==> src/rtl/regfile.sv <==
// ---------------------------------------------------------------------------
// regfile
//
// Integer register file at the write-back end of the MEM/WB interface.
// Holds x1..x31 (x0 is hard-wired to zero and not stored), retires one
// write per cycle from MEM/WB, serves two combinational read ports to ID
// with same-cycle write-to-read bypass, and counts effective writes.
//
// Ports:
//   clk_in      rising-edge clock
//   rst_in      asynchronous active-low reset (clears array and counter)
//   rdy_in      global ready; 0 freezes all state and suppresses bypass
//   we_in       write enable (MEM/WB rdE)
//   wIdx_in     write index  (MEM/WB rdIdx)
//   wData_in    write data   (MEM/WB rdData)
//   re1_in      read port 1 enable
//   rIdx1_in    read port 1 index
//   rData1_out  read port 1 data, combinational
//   re2_in      read port 2 enable
//   rIdx2_in    read port 2 index
//   rData2_out  read port 2 data, combinational
//   wbCnt_out   registered count of effective writes since reset (wraps)
// ---------------------------------------------------------------------------
module regfile #(
    parameter int DATA_W = 32,
    parameter int IDX_W  = 5,
    parameter int CNT_W  = 32
) (
    input  logic              clk_in,
    input  logic              rst_in,
    input  logic              rdy_in,
    input  logic              we_in,
    input  logic [IDX_W-1:0]  wIdx_in,
    input  logic [DATA_W-1:0] wData_in,
    input  logic              re1_in,
    input  logic [IDX_W-1:0]  rIdx1_in,
    output logic [DATA_W-1:0] rData1_out,
    input  logic              re2_in,
    input  logic [IDX_W-1:0]  rIdx2_in,
    output logic [DATA_W-1:0] rData2_out,
    output logic [CNT_W-1:0]  wbCnt_out
);

    localparam int NUM_REGS = 1 << IDX_W;

    // Entry 0 is deliberately absent: x0 is a constant, not storage.
    logic [DATA_W-1:0] regs_q [1:NUM_REGS-1];
    logic [DATA_W-1:0] regs_d [1:NUM_REGS-1];
    logic [CNT_W-1:0]  wb_cnt_q;
    logic [CNT_W-1:0]  wb_cnt_d;

    logic ew;         // architecturally effective write this cycle
    logic bypass_ok;  // write data may be forwarded to the read ports

    assign ew = we_in && rdy_in && (wIdx_in != '0);

    // While reset is held the array reads as zero and nothing is forwarded.
    assign bypass_ok = ew && rst_in;

    // ---------------------------------------------------------------------
    // Next-state logic
    // ---------------------------------------------------------------------
    // NOTE: every always_comb output gets a default before any condition so
    // no path leaves it unassigned; that is what keeps latches from forming.
    always_comb begin
        regs_d   = regs_q;
        wb_cnt_d = wb_cnt_q;
        if (ew) begin
            for (int i = 1; i < NUM_REGS; i++) begin
                if (wIdx_in == IDX_W'(i)) begin
                    regs_d[i] = wData_in;
                end
            end
            wb_cnt_d = wb_cnt_q + CNT_W'(1);
        end
    end

    // ---------------------------------------------------------------------
    // State registers
    // ---------------------------------------------------------------------
    // NOTE: the array is reset because software observes x1..x31 as zero
    // straight out of reset; a reset-less memory would read as X. Sequential
    // state uses non-blocking assignments so all flops sample together.
    always_ff @(posedge clk_in or negedge rst_in) begin
        if (!rst_in) begin
            for (int i = 1; i < NUM_REGS; i++) begin
                regs_q[i] <= '0;
            end
            wb_cnt_q <= '0;
        end else begin
            for (int i = 1; i < NUM_REGS; i++) begin
                regs_q[i] <= regs_d[i];
            end
            wb_cnt_q <= wb_cnt_d;
        end
    end

    assign wbCnt_out = wb_cnt_q;

    // ---------------------------------------------------------------------
    // Read ports: array lookup (x0 falls through to zero), then bypass,
    // then the enable has final say.
    // ---------------------------------------------------------------------
    always_comb begin
        rData1_out = '0;
        rData2_out = '0;

        for (int i = 1; i < NUM_REGS; i++) begin
            if (rIdx1_in == IDX_W'(i)) begin
                rData1_out = regs_q[i];
            end
            if (rIdx2_in == IDX_W'(i)) begin
                rData2_out = regs_q[i];
            end
        end

        // ew already excludes index 0, so the bypass never exposes x0.
        if (bypass_ok && (wIdx_in == rIdx1_in)) begin
            rData1_out = wData_in;
        end
        if (bypass_ok && (wIdx_in == rIdx2_in)) begin
            rData2_out = wData_in;
        end

        if (!re1_in) begin
            rData1_out = '0;
        end
        if (!re2_in) begin
            rData2_out = '0;
        end
    end

endmodule
==> config.mk <==
export PLATFORM = sky130hd
export DESIGN_NAME = regfile
export DESIGN_NICKNAME = d
export VERILOG_FILES = /design/src/rtl/regfile.sv
export SDC_FILE = /design/constraint.sdc
export NUM_CORES = 2
export LEC_CHECK = 0
export ABC_AREA = 1
export BUFFER_PORTS_ARGS = -buffer_cell sky130_fd_sc_hd__buf_2
export CORE_ASPECT_RATIO = 0.6
export CORE_MARGIN = 1.5
export CORE_UTILIZATION = 35
export DETAILED_ROUTE_END_ITERATION = 10
export HOLD_SLACK_MARGIN = 0.06
export PLACE_DENSITY = 0.55
export SYNTH_ARGS = -nofsm -noshare
export SYNTH_HDL_FRONTEND = slang
export SYNTH_SLANG_ARGS = --single-unit
==> constraint.sdc <==
create_clock -name clk_in -period 3.4 [get_ports clk_in]
set_clock_uncertainty 0.05 [all_clocks]
set_input_delay 0.68 -clock clk_in [delete_from_list [all_inputs] [get_ports clk_in]]
set_output_delay 0.68 -clock clk_in [all_outputs]
set_load 0.02 [all_outputs]
* Word level (Yosys, flattened, before mapping) *
Cells that the tools add are included.

storage, ports and cells
  word-level logic and storage cells = 231
  bits of input ports = 53
  output and inout port bits = 96
  register bits after elaboration = 1024

operators by class
  eq/ne operators = 95
  reduce and logical (&&, ||, !) cells = 37
  multiplexer cells = 66
  add/subtract/negate cells = 1

operator list
  cell                   number
  $mux 32                66
  $eq 5x5->1 const B     48
  $eq 5x4->1 const B     24
  $reduce_and 2->1       31
  $eq 5x3->1 const B     12
  $add 32x1->32 const B  1
  $eq 5x2->1 const B     6
  $eq 5x1->1 const B     3
  $eq 5x5->1             2
  $logic_and 1x1->1      5
  $reduce_bool 5->1      1

* Logic depth before layout (Yosys ltp) *
  word-level depth = 34
  mapped depth = 24
  depth with buffers taken out = 24

* Least setup slack after synthesis *
OpenSTA, ideal clock, no wires.

  path type = input-to-output
  from = in rIdx2_in[1]
  to = out rData2_out[23]
  data arrival time = 2.776 ns
  required time = 2.670 ns
  slack = -0.106 ns
  buffers on the path = 2
  cell stages on the path = 22
  cells stage by stage = buf_2 inv_1 nor2_1 nand2_1 nor2_1 clkbuf_1 nand2_1 nand4_1 nor2_1 nand4_1 nand2_1 nand3_1 nand2_1 nand4_1 nor2_1 nand4_1 nor2_1 nand4_1 nor2_1 nand4_1 nand2_1 a21oi_1

between the ends
  word-level cells in the longest chain between the ends = 34
  elaborated cells between the ends (all ways) = 66
  those cells by class = eq/ne (32); mux (33); reduce/logical (1)

ends and longest elaborated chain
  what                    RTL line  source
  from (decl)             39        input logic [IDX_W-1:0] rIdx2_in,
  $eq 5x1->1              112       if (rIdx2_in == IDX_W'(i)) begin
  $mux 32 (31 in series)  112
  $mux 32 (*)             121       if (bypass_ok && (wIdx_in == rIdx2_in)) begin
  $mux 32 (*)             128       if (!re2_in) begin
  to (decl)               40        output logic [DATA_W-1:0] rData2_out,

Every way passes the cells marked *; elsewhere a longest branch is shown, timed or not.

* Worst setup path in the final report *
  from = in rIdx1_in[1]
  to = out rData1_out[24]

between the ends
  word-level cells in the longest chain between the ends = 34
  elaborated cells between the ends (all ways) = 66
  those cells by class = eq/ne (32); mux (33); reduce/logical (1)

ends and longest elaborated chain
  what                    RTL line  source
  from (decl)             36        input logic [IDX_W-1:0] rIdx1_in,
  $eq 5x1->1              109       if (rIdx1_in == IDX_W'(i)) begin
  $mux 32 (31 in series)  109
  $mux 32 (*)             118       if (bypass_ok && (wIdx_in == rIdx1_in)) begin
  $mux 32 (*)             125       if (!re1_in) begin
  to (decl)               37        output logic [DATA_W-1:0] rData1_out,

Marks and branches as above.

==> metrics <==
Final WS setup -1444 ps; Crit-path slowest cell nand4_1; final net count 7874; first-pass GRT wire length 336.5 mm; Netlist cell types 34; most numerous cell in the Yosys netlist nand2_1; Crit Path Class in2out; RSZ-0062 raised after global routing true; GRT overflow 0; status complete, but fails checks; number of global-route vias before repair 49670; multi-input logic area 0.02519 mm²; DRC violations left 0; mapped cell area 0.05282 mm²; CTS clock-pin slew for the worst setup and hold paths 70 ps; IO Port Bufs 148; Rel. slew slack 20.98%; ANT nets after route 0; worst skew pair latency 740 ps; most frequent cells after synthesis nand2_1, o21ai_0, dfrtp_1, nor2_1, nand4_1; clock sinks 1024; leading area contributor after synthesis dfrtp_1; CP Launch Type input port; max frequency 206.4 MHz; Worst Path Max Fanout 12; dpl ws -1819 ps; Ys Warns 0; CP max stage delay 220 ps; r2r startpoint wbCnt_out[0]; gr usage total 28.96%; FFs w/ async S/R, synth 100.0%; Die W 504.5 µm; maxcap violations 0; initial antenna violation count 8; total wire length 226.2 mm; Die Y-Extent 303.9 µm; top-area cell type share of the netlist area 48.51%; setup TNS -79980 ps; gp weighted congestion 0.9582; CP Launch Point rIdx1_in[1]; #FFs+latches synth 1024; post-synthesis sequential area ratio 48.51%; number of synthesized flops with an enable pin 0; Vias/cell 5.494; Pins Over Slew Limit 0; Initial DRT Pass Iterations 7; Synth area leaders dfrtp_1, nand2_1, o21ai_0; Cells after Synth 7376; crit-path most repeated cell nand4_1; DR vias 54520; CTS root buf clkbuf_16; Cell Rows 110; # fillers 14980; Final Cycle Share 142.5%; routed len/inst 22.80 µm; final hold violations 0; Reg area 0.02562 mm²; CP Capture Type output pin; violated checks negative setup slack; # hold bufs at CTS 0; Final Critical Period 4844 ps; syn_nets 7430; Max VDD drop 441.4 µV; boundary pin count 149; Slew @ Worst Pin 1184 ps; HPWL reported at the end of detailed placement 162.4 mm; CP Data Arrival Time 4110 ps; Avg Cell Area, Syn 7.162 µm²; CTS tree built; final instance area 0.06668 mm²; Hold Crit Class in2async; top_reg_cell synth dfrtp_1; Final Setup Violations 64; Longest Clk Path Bufs 3; leakage 0.03034 µW; share of cells above drive strength 1 18.74%; Area growth, synth to finish 26.23%; WP data required 2670 ps; Cell Pwr Density 482.0 mW/mm²; H-tree depth 3; Iter 0 DRT Violations 8549; Area after DPL 0.06057 mm²; initial core utilization 35.24%; largest net degree at the start of global routing 155; total CTS buffers 102; core area 0.1499 mm²; Die ar. 0.1533 mm²
-- metrics by stage --
step                cells  util [%]  hold WS (ps)  total power [µW]
finish               9923     44.49         65.07             32140
detailed placement   9666     40.41         422.5             19660
global placement     9666     40.41         415.1             19530
CTS                  9902     43.87         61.40             32040
global route         9919     44.48         99.36             33490
floorplan            7376         -         334.4             17240
-- final timing paths --
kind | slack, ps | endpoint | cells after the start
worst min-delay path | 70 | regs_q[815] | 2
worst max register to register | 580 | wbCnt_out[30] | 13
min in group clk_in | 200 | regs_q[26] | 3
worst max-delay path | -1440 | rData1_out[24] | 25
worst min register to register | 440 | regs_q[915] | 2
max in group asynchronous | 1610 | regs_q[89] | 3
-- state kept, by name, summed over array words and instances, names as in the netlist --
signal	cells
regs_q	992
wbCnt_out	32
-- worst max-delay path, delay by kind of cell --
kind / cells / cell delay (ps)
simple gates: 19 / 2640
buf+inv: 6 / 770
-- report_power, final --
group          internal (µW)  switching, µW
combinational           1720           3060
sequential             13800           1350
clock                   6830           5390
total                  22300           9810
-- area by class of cell --
type | count | share of cell area (%)
flip-flops and latches | 1024 | 38.43
inverters | 417 | 2.396
well taps | 2016 | 3.783
repair buffers | 844 | 12.33
diodes | 6 | 0.02252
clock buffers | 135 | 4.271
clock inverters | 50 | 0.9908
multi-input cells | 5431 | 37.77
-- logic make-up after synthesis --
family	synth area share, %
DFF	48.51
adders and majority gates	0.02368
and+or+nand+nor	33.22
xor gates and xnor gates	0.5637
buffers and inverters	6.658
AOI/OAI and AO/OA	11.02
-- layer usage --
metal / global-route usage (%) / vias to the layer above / share of wire [%]
li1: - / 24700 / -
met2: 37.20 / 3160 / 38
met5: 0 / - / 0.0097
met3: 9.724 / 266 / 14
met4: 5.301 / 4 / 1.7
met1: 45.86 / 26390 / 47
-- timing repair --
action                                  in CTS  in global routing
endpoints found under the setup margin      64                 64
setup buffers                               52                 18
cloned                                       4                  1
hold endpoints to repair                     0                  0
gates resized for setup                    353                233
pin swaps                                  154                240
-- placed cells by master (no fill, tap or decap), types with 8 or more instances in the layout --
cell type	n
inv_2	12
buf_12	127
nand3_1	61
nor2_2	218
buf_6	106
nand3_4	11
clkbuf_8	15
nor3b_1	9
a21oi_1	80
nor2_1	656
nor2_4	34
nand4_1	527
xor2_1	25
clkbuf_1	17
nand3_2	21
nand2_1	2520
nand2_2	96
bufinv_16	12
clkbuf_16	105
a21oi_2	9
inv_1	390
buf_4	494
xnor2_1	9
clkinv_2	24
buf_2	104
nor3_1	9
buf_8	8
or2_2	28
o21ai_0	1070
nand2_4	20
dfrtp_1	1024
No activity file was read; power rests on OpenSTA's default activity.
